**src/rtl/pipeline_pkg.sv**
```systemverilog
// Shared definitions for the RV32IM pipeline front-end.
//   XLEN          : datapath width (PC and instruction word)
//   NOP_INSTR     : canonical ADDI x0,x0,0 encoding
//   fetch_state_e : prefetch FSM states
//                   IDLE = may issue a request
//                   WAIT = one request outstanding
//                   DROP = outstanding response is stale and must be discarded
package pipeline_pkg;

  localparam int          XLEN      = 32;
  localparam logic [31:0] NOP_INSTR = 32'h0000_0013;

  typedef enum logic [1:0] {
    IDLE = 2'd0,
    WAIT = 2'd1,
    DROP = 2'd2
  } fetch_state_e;

endpackage

```
**src/rtl/fetch_fifo.sv**
```systemverilog
// Synchronous FIFO holding {instruction, pc} pairs for the prefetch unit.
//   clk, reset   : clock, synchronous active-high reset
//   flush_i      : empties the queue; wins over push and pop
//   push_i       : write push_data_i at the tail
//   push_data_i  : entry to store
//   pop_i        : advance the head (caller guarantees the queue is non-empty)
//   head_o       : entry at the head (undefined contents when empty)
//   count_o      : occupancy, CNT_W bits so full and empty are distinct
// DEPTH must be a power of two so the pointers wrap naturally.
module fetch_fifo #(
  parameter int WIDTH = 64,
  parameter int DEPTH = 4,
  parameter int CNT_W = $clog2(DEPTH) + 1
) (
  input  logic             clk,
  input  logic             reset,
  input  logic             flush_i,
  input  logic             push_i,
  input  logic [WIDTH-1:0] push_data_i,
  input  logic             pop_i,
  output logic [WIDTH-1:0] head_o,
  output logic [CNT_W-1:0] count_o
);

  localparam int               PTR_W   = $clog2(DEPTH);
  localparam logic [PTR_W-1:0] PTR_ONE = PTR_W'(1);
  localparam logic [CNT_W-1:0] CNT_ONE = CNT_W'(1);

  logic [WIDTH-1:0] mem_q [DEPTH];
  logic [PTR_W-1:0] wr_ptr_q, rd_ptr_q;
  logic [CNT_W-1:0] count_q;

  // NOTE: sequential state is updated with non-blocking assignments so every
  // register samples values from before the edge, independent of block order.
  always_ff @(posedge clk) begin
    if (reset || flush_i) begin
      wr_ptr_q <= '0;
      rd_ptr_q <= '0;
      count_q  <= '0;
    end else begin
      if (push_i) wr_ptr_q <= wr_ptr_q + PTR_ONE;
      if (pop_i)  rd_ptr_q <= rd_ptr_q + PTR_ONE;
      case ({push_i, pop_i})
        2'b10:   count_q <= count_q + CNT_ONE;
        2'b01:   count_q <= count_q - CNT_ONE;
        default: count_q <= count_q;  // idle, or push+pop cancel out
      endcase
    end
  end

  // NOTE: the storage array is deliberately not reset; validity is tracked by
  // the pointers and count alone, which keeps the array a plain register file.
  always_ff @(posedge clk) begin
    if (push_i && !flush_i) mem_q[wr_ptr_q] <= push_data_i;
  end

  assign head_o  = mem_q[rd_ptr_q];
  assign count_o = count_q;

endmodule

```
**src/rtl/if_prefetch_unit.sv**
```systemverilog
// Instruction-fetch front-end: generates the fetch PC, talks to instruction
// memory over req/gnt/rvalid with a single request outstanding, and queues
// returned instructions for the ID stage.
//   clk, reset        : clock, synchronous active-high reset
//   redirect_valid/pc : EX-stage taken branch/jump; flushes queue and in-flight fetch
//   imem_req/addr     : fetch request and word-aligned address
//   imem_gnt          : request accepted this cycle
//   imem_rvalid/rdata : response strobe and returned instruction
//   out_valid/ready   : handshake towards IF_ID_reg (ready low = stall)
//   out_instr/pc      : head instruction and its PC (zero when empty)
//   out_pc_plus_4     : out_pc + 4
//   queue_count       : current queue occupancy
module if_prefetch_unit #(
  parameter int               XLEN     = pipeline_pkg::XLEN,
  parameter int               DEPTH    = 4,
  parameter logic [XLEN-1:0]  RESET_PC = '0,
  parameter int               CNT_W    = $clog2(DEPTH) + 1
) (
  input  logic             clk,
  input  logic             reset,
  input  logic             redirect_valid,
  input  logic [XLEN-1:0]  redirect_pc,
  output logic             imem_req,
  output logic [XLEN-1:0]  imem_addr,
  input  logic             imem_gnt,
  input  logic             imem_rvalid,
  input  logic [XLEN-1:0]  imem_rdata,
  output logic             out_valid,
  input  logic             out_ready,
  output logic [XLEN-1:0]  out_instr,
  output logic [XLEN-1:0]  out_pc,
  output logic [XLEN-1:0]  out_pc_plus_4,
  output logic [CNT_W-1:0] queue_count
);

  import pipeline_pkg::*;

  localparam logic [XLEN-1:0] PC_STEP = XLEN'(4);
  localparam logic [CNT_W:0]  DEPTH_W = (CNT_W + 1)'(DEPTH);

  fetch_state_e      state_q, state_d;
  logic [XLEN-1:0]   pc_q, pc_d;          // next address to fetch
  logic [XLEN-1:0]   req_pc_q, req_pc_d;  // PC of the outstanding request
  logic              req;
  logic              push, pop;
  logic [2*XLEN-1:0] fifo_head;
  logic [CNT_W-1:0]  fifo_count;
  logic [CNT_W:0]    pending;
  logic              space;
  logic [XLEN-1:0]   redirect_target;
  logic              unused_redirect_lsbs;

  assign redirect_target      = {redirect_pc[XLEN-1:2], 2'b00};
  assign unused_redirect_lsbs = ^redirect_pc[1:0];

  // An outstanding request already owns a slot, so a queue that is full
  // (counting in-flight data) can never be overrun by a response.
  assign pending = {1'b0, fifo_count} + {{CNT_W{1'b0}}, (state_q == WAIT)};
  assign space   = pending < DEPTH_W;

  // NOTE: every always_comb output gets a default first so no path leaves a
  // signal unassigned, which would otherwise infer a latch.
  always_comb begin
    state_d  = state_q;
    pc_d     = pc_q;
    req_pc_d = req_pc_q;
    req      = 1'b0;
    push     = 1'b0;

    case (state_q)
      IDLE: begin
        req = space && !redirect_valid;
        if (req && imem_gnt) begin
          state_d  = WAIT;
          req_pc_d = pc_q;
          pc_d     = pc_q + PC_STEP;  // wraps modulo 2^XLEN
        end
      end
      WAIT: begin
        if (imem_rvalid && !redirect_valid) begin
          push    = 1'b1;
          state_d = IDLE;
        end else if (redirect_valid && !imem_rvalid) begin
          state_d = DROP;  // response still owed, but it is now stale
        end else if (redirect_valid && imem_rvalid) begin
          state_d = IDLE;  // stale response arrives with the redirect; drop it
        end
      end
      DROP: begin
        if (imem_rvalid) state_d = IDLE;
      end
      default: state_d = IDLE;
    endcase

    // Redirect overrides the sequential PC in every state.
    if (redirect_valid) pc_d = redirect_target;
  end

  always_ff @(posedge clk) begin
    if (reset) begin
      state_q  <= IDLE;
      pc_q     <= RESET_PC;
      req_pc_q <= '0;
    end else begin
      state_q  <= state_d;
      pc_q     <= pc_d;
      req_pc_q <= req_pc_d;
    end
  end

  fetch_fifo #(
    .WIDTH (2 * XLEN),
    .DEPTH (DEPTH),
    .CNT_W (CNT_W)
  ) u_fifo (
    .clk         (clk),
    .reset       (reset),
    .flush_i     (redirect_valid),
    .push_i      (push),
    .push_data_i ({imem_rdata, req_pc_q}),
    .pop_i       (pop),
    .head_o      (fifo_head),
    .count_o     (fifo_count)
  );

  // Outputs are forced quiet while reset is asserted, not only after it.
  assign imem_req      = req && !reset;
  assign imem_addr     = pc_q;
  assign out_valid     = (fifo_count != '0) && !reset;
  assign queue_count   = reset ? '0 : fifo_count;
  assign pop           = out_valid && out_ready && !redirect_valid;
  assign out_instr     = out_valid ? fifo_head[2*XLEN-1:XLEN] : '0;
  assign out_pc        = out_valid ? fifo_head[XLEN-1:0] : '0;
  assign out_pc_plus_4 = out_pc + PC_STEP;

endmodule

```
**config.mk**
```make
export PLATFORM = sky130hd
export DESIGN_NAME = if_prefetch_unit
export DESIGN_NICKNAME = d
export VERILOG_FILES = /design/src/rtl/pipeline_pkg.sv /design/src/rtl/fetch_fifo.sv /design/src/rtl/if_prefetch_unit.sv
export SDC_FILE = /design/constraint.sdc
export NUM_CORES = 1
export LEC_CHECK = 0
export ABC_AREA = 1
export BUFFER_PORTS_ARGS = -buffer_cell sky130_fd_sc_hd__buf_4
export CAP_MARGIN = 20
export CORE_AREA = 2 2 171 173
export DETAILED_ROUTE_END_ITERATION = 8
export DIE_AREA = 0 0 173 175
export PLACE_DENSITY_LB_ADDON = 0.1
export SYNTH_ARGS = -nofsm -noshare
export SYNTH_HDL_FRONTEND = slang
export SYNTH_HIERARCHICAL = 1
export SYNTH_SLANG_ARGS = --single-unit
```
**constraint.sdc**
```tcl
create_clock -name clk -period 9.4 [get_ports clk]
set_input_delay 0.94 -clock clk [delete_from_list [all_inputs] [get_ports clk]]
set_output_delay 0.94 -clock clk [all_outputs]
set_load 0.02 [all_outputs]
```
==> run metrics <==
final worst-path cycle share=0.575; clk_lat worst skew=0.57 ns; Top Metal Used=met4; Clock Tree Buf Depth=3; Cells after Synth=1543; DRT Pass-1 Iters=5; initial antenna violation count=0; vias in the first global route=10600; share of cells above drive strength 1=0.179; via density per instance=5.34; global-route wire length before repair=55800 µm; Post-Route Setup TNS=0 ns; gr ovfl total=0; DR WL met2=16300 µm; cell area after synthesis=14900 µm²; VDD IR max=163 µV; Register Area=9110 µm²; Data arrival, critical path=4.47 ns; final setup violation count=0; clk_skew=0.0234 ns; Worst Hold Class=reg2reg; Final Total Pwr=0.00298 W; hold wc startpoint=u_fifo/rd_ptr_q[1]; ys async rst share=0; Root Buffer=clkbuf_16; # fillers=2447; area of the multi-input gates=4710 µm²; routability cong.=0.898; CP required=8.46 ns; main area contributors after synthesis=edfxtp_1 52%, dfxtp_1 9.6%, nor2_1 6.7%; Slew HR=0.327; PostCTS Resize Cnt=0; row count=62; CTS sink cnt=327; WL/cell=16.7 µm; YS warnings=6; DRC Markers=0; PwrDens=170 nW/µm²; Yosys top cell by area=edfxtp_1; ys flop type=edfxtp_1; GRT Overall Usage=0.229; register bit count reported by yosys=327; Setup WS post-layout=3.99 ns; # IOs=203; Fmax=185 MHz; total wire length=35400 µm; Slew Viols, Final=0; Seq/Total Area, Yosys=0.613; DR WL met3=2330 µm; DRT antenna net count=0; commonest non-fill, non-tap cell in the layout=nor2_1; # Max-Cap Violations=0; routed vias=11300; post-layout utilization of the core=0.618; core area=28400 µm²; Total Nets Final=1792; Hold Buf Count CTS=0; largest net degree at the start of global routing=71; Post-synth EDFFs=256; Slew @ Worst Pin=1.01 ns; Die Wd=173 µm; htree depth=1; critical path startpoint category=flop; Starting Density=0.524; final hold vios=0; most frequent cells in the layout=263 x nor2_1, 256 x edfxtp_1, 238 x nand2_1; DRT met1 WL=16100 µm; CTS tree=yes; synthesis-to-layout area growth=17.9%; hpwl dp=22600 µm; DR iter-0 viols=1029; Max Fanout on Critical Path=68; setup bufs post-CTS=0; Ant. Diodes=0; reg-to-reg startpoint=state_q[0]; Synth top area share=0.517; DIE HEIGHT=175 µm; dpl ws=4.58 ns; post-synth cell types=41; RSZ-0062 raised after global routing=no; Leak=7.10 nW; Num CTS Buffers=31; Synth Area per Inst=9.64 µm²; Port Buffers=198; crit path capture type=output pin; final critical-path required period=5.41 ns; clock-pin transition on the worst setup and hold timing paths=0.07 ns; run status=finished clean; die area=30300 µm²; crit path kind=reg2out
[cells in the mapped netlist (all sizes together) (2+ instances only)]
cell      n
nor2    285
edfxtp  256
nand2   245
o21ai   165
inv     160
dfxtp    71
o22ai    67
nand3    66
a21oi    60
buf      52
nand4    36
clkbuf   27
xor2     15
ha        7
a22o      4
a31oi     4
nand3b    4
nor3      3
or2       3
and2      2
clkinv    2
xnor2     2
[state kept, by name, indices dropped and copies added (netlist names), named ones only]
| register | cells |
|---|---|
| imem_addr | 30 |
| u_fifo/mem_q | 256 |
| u_fifo/count_o | 3 |
| u_fifo/rd_ptr_q | 2 |
| u_fifo/wr_ptr_q | 2 |
| state_q | 2 |
| req_pc_q | 30 |
[metrics by stage]
| step | hold slack (ns) | instance area (µm²) | std cells |
|---|---|---|---|
| detailed placement | 0.420 | 16500 | 2065 |
| global route | 0.450 | 17500 | 2123 |
| finish | 0.441 | 17500 | 2123 |
| global placement | 0.417 | 16500 | 2065 |
| floorplan | 0.412 | 14900 | 1552 |
| CTS | 0.430 | 17500 | 2123 |
[routing by layer]
metal	GRT usage	vias to the layer above
met2	0.369	361
met1	0.325	5339
li1	-	5595
met3	0.0376	46
met4	0.0614	0
met5	0	-
[cell type report]
type / instances / area share
Timing Repair Buffer: 208 / 0.0891
Multi-Input combinational cell: 984 / 0.269
Sequential cell: 327 / 0.520
Clock buffer: 41 / 0.0488
Tap cell: 384 / 0.0274
Clock inverter: 17 / 0.0111
Inverter: 162 / 0.0350
[power by group]
group          switching (W)  internal (W)
clock               0.000533      0.000730
sequential         0.0000243       0.00157
combinational      0.0000726     0.0000476
[worst max-delay path, cell delays in order (launching register included)]
cell and delay (ns):
dfxtp_4 0.53, inv_4 0.55, buf_4 0.71, o21ai_0 0.18
o22ai_1 0.24, nand3_2 0.17, inv_1 0.18, ha_1 0.38
nand3_2 0.21, nor2_1 0.31, nand2_1 0.11, xor2_1 0.15
buf_4 0.16
[logic make-up after synthesis]
kind of cell | synth area share
simple gates | 0.185
compound gates | 0.110
fa+ha+maj | 0.00724
other cells | 0.000252
xor+xnor | 0.0100
buf+inv | 0.0747
flops | 0.613
[worst paths after layout]
path              cells after the start             endpoint  slack, ns
setup / recovery                     12    out_pc_plus_4[16]       3.99
hold / removal                        1                 flop       0.44
setup reg to reg                      6  u_fifo/mem_q[1][24]       6.38
hold reg to reg                       1                 flop       0.44
No activity file was read; power rests on OpenSTA's default activity.
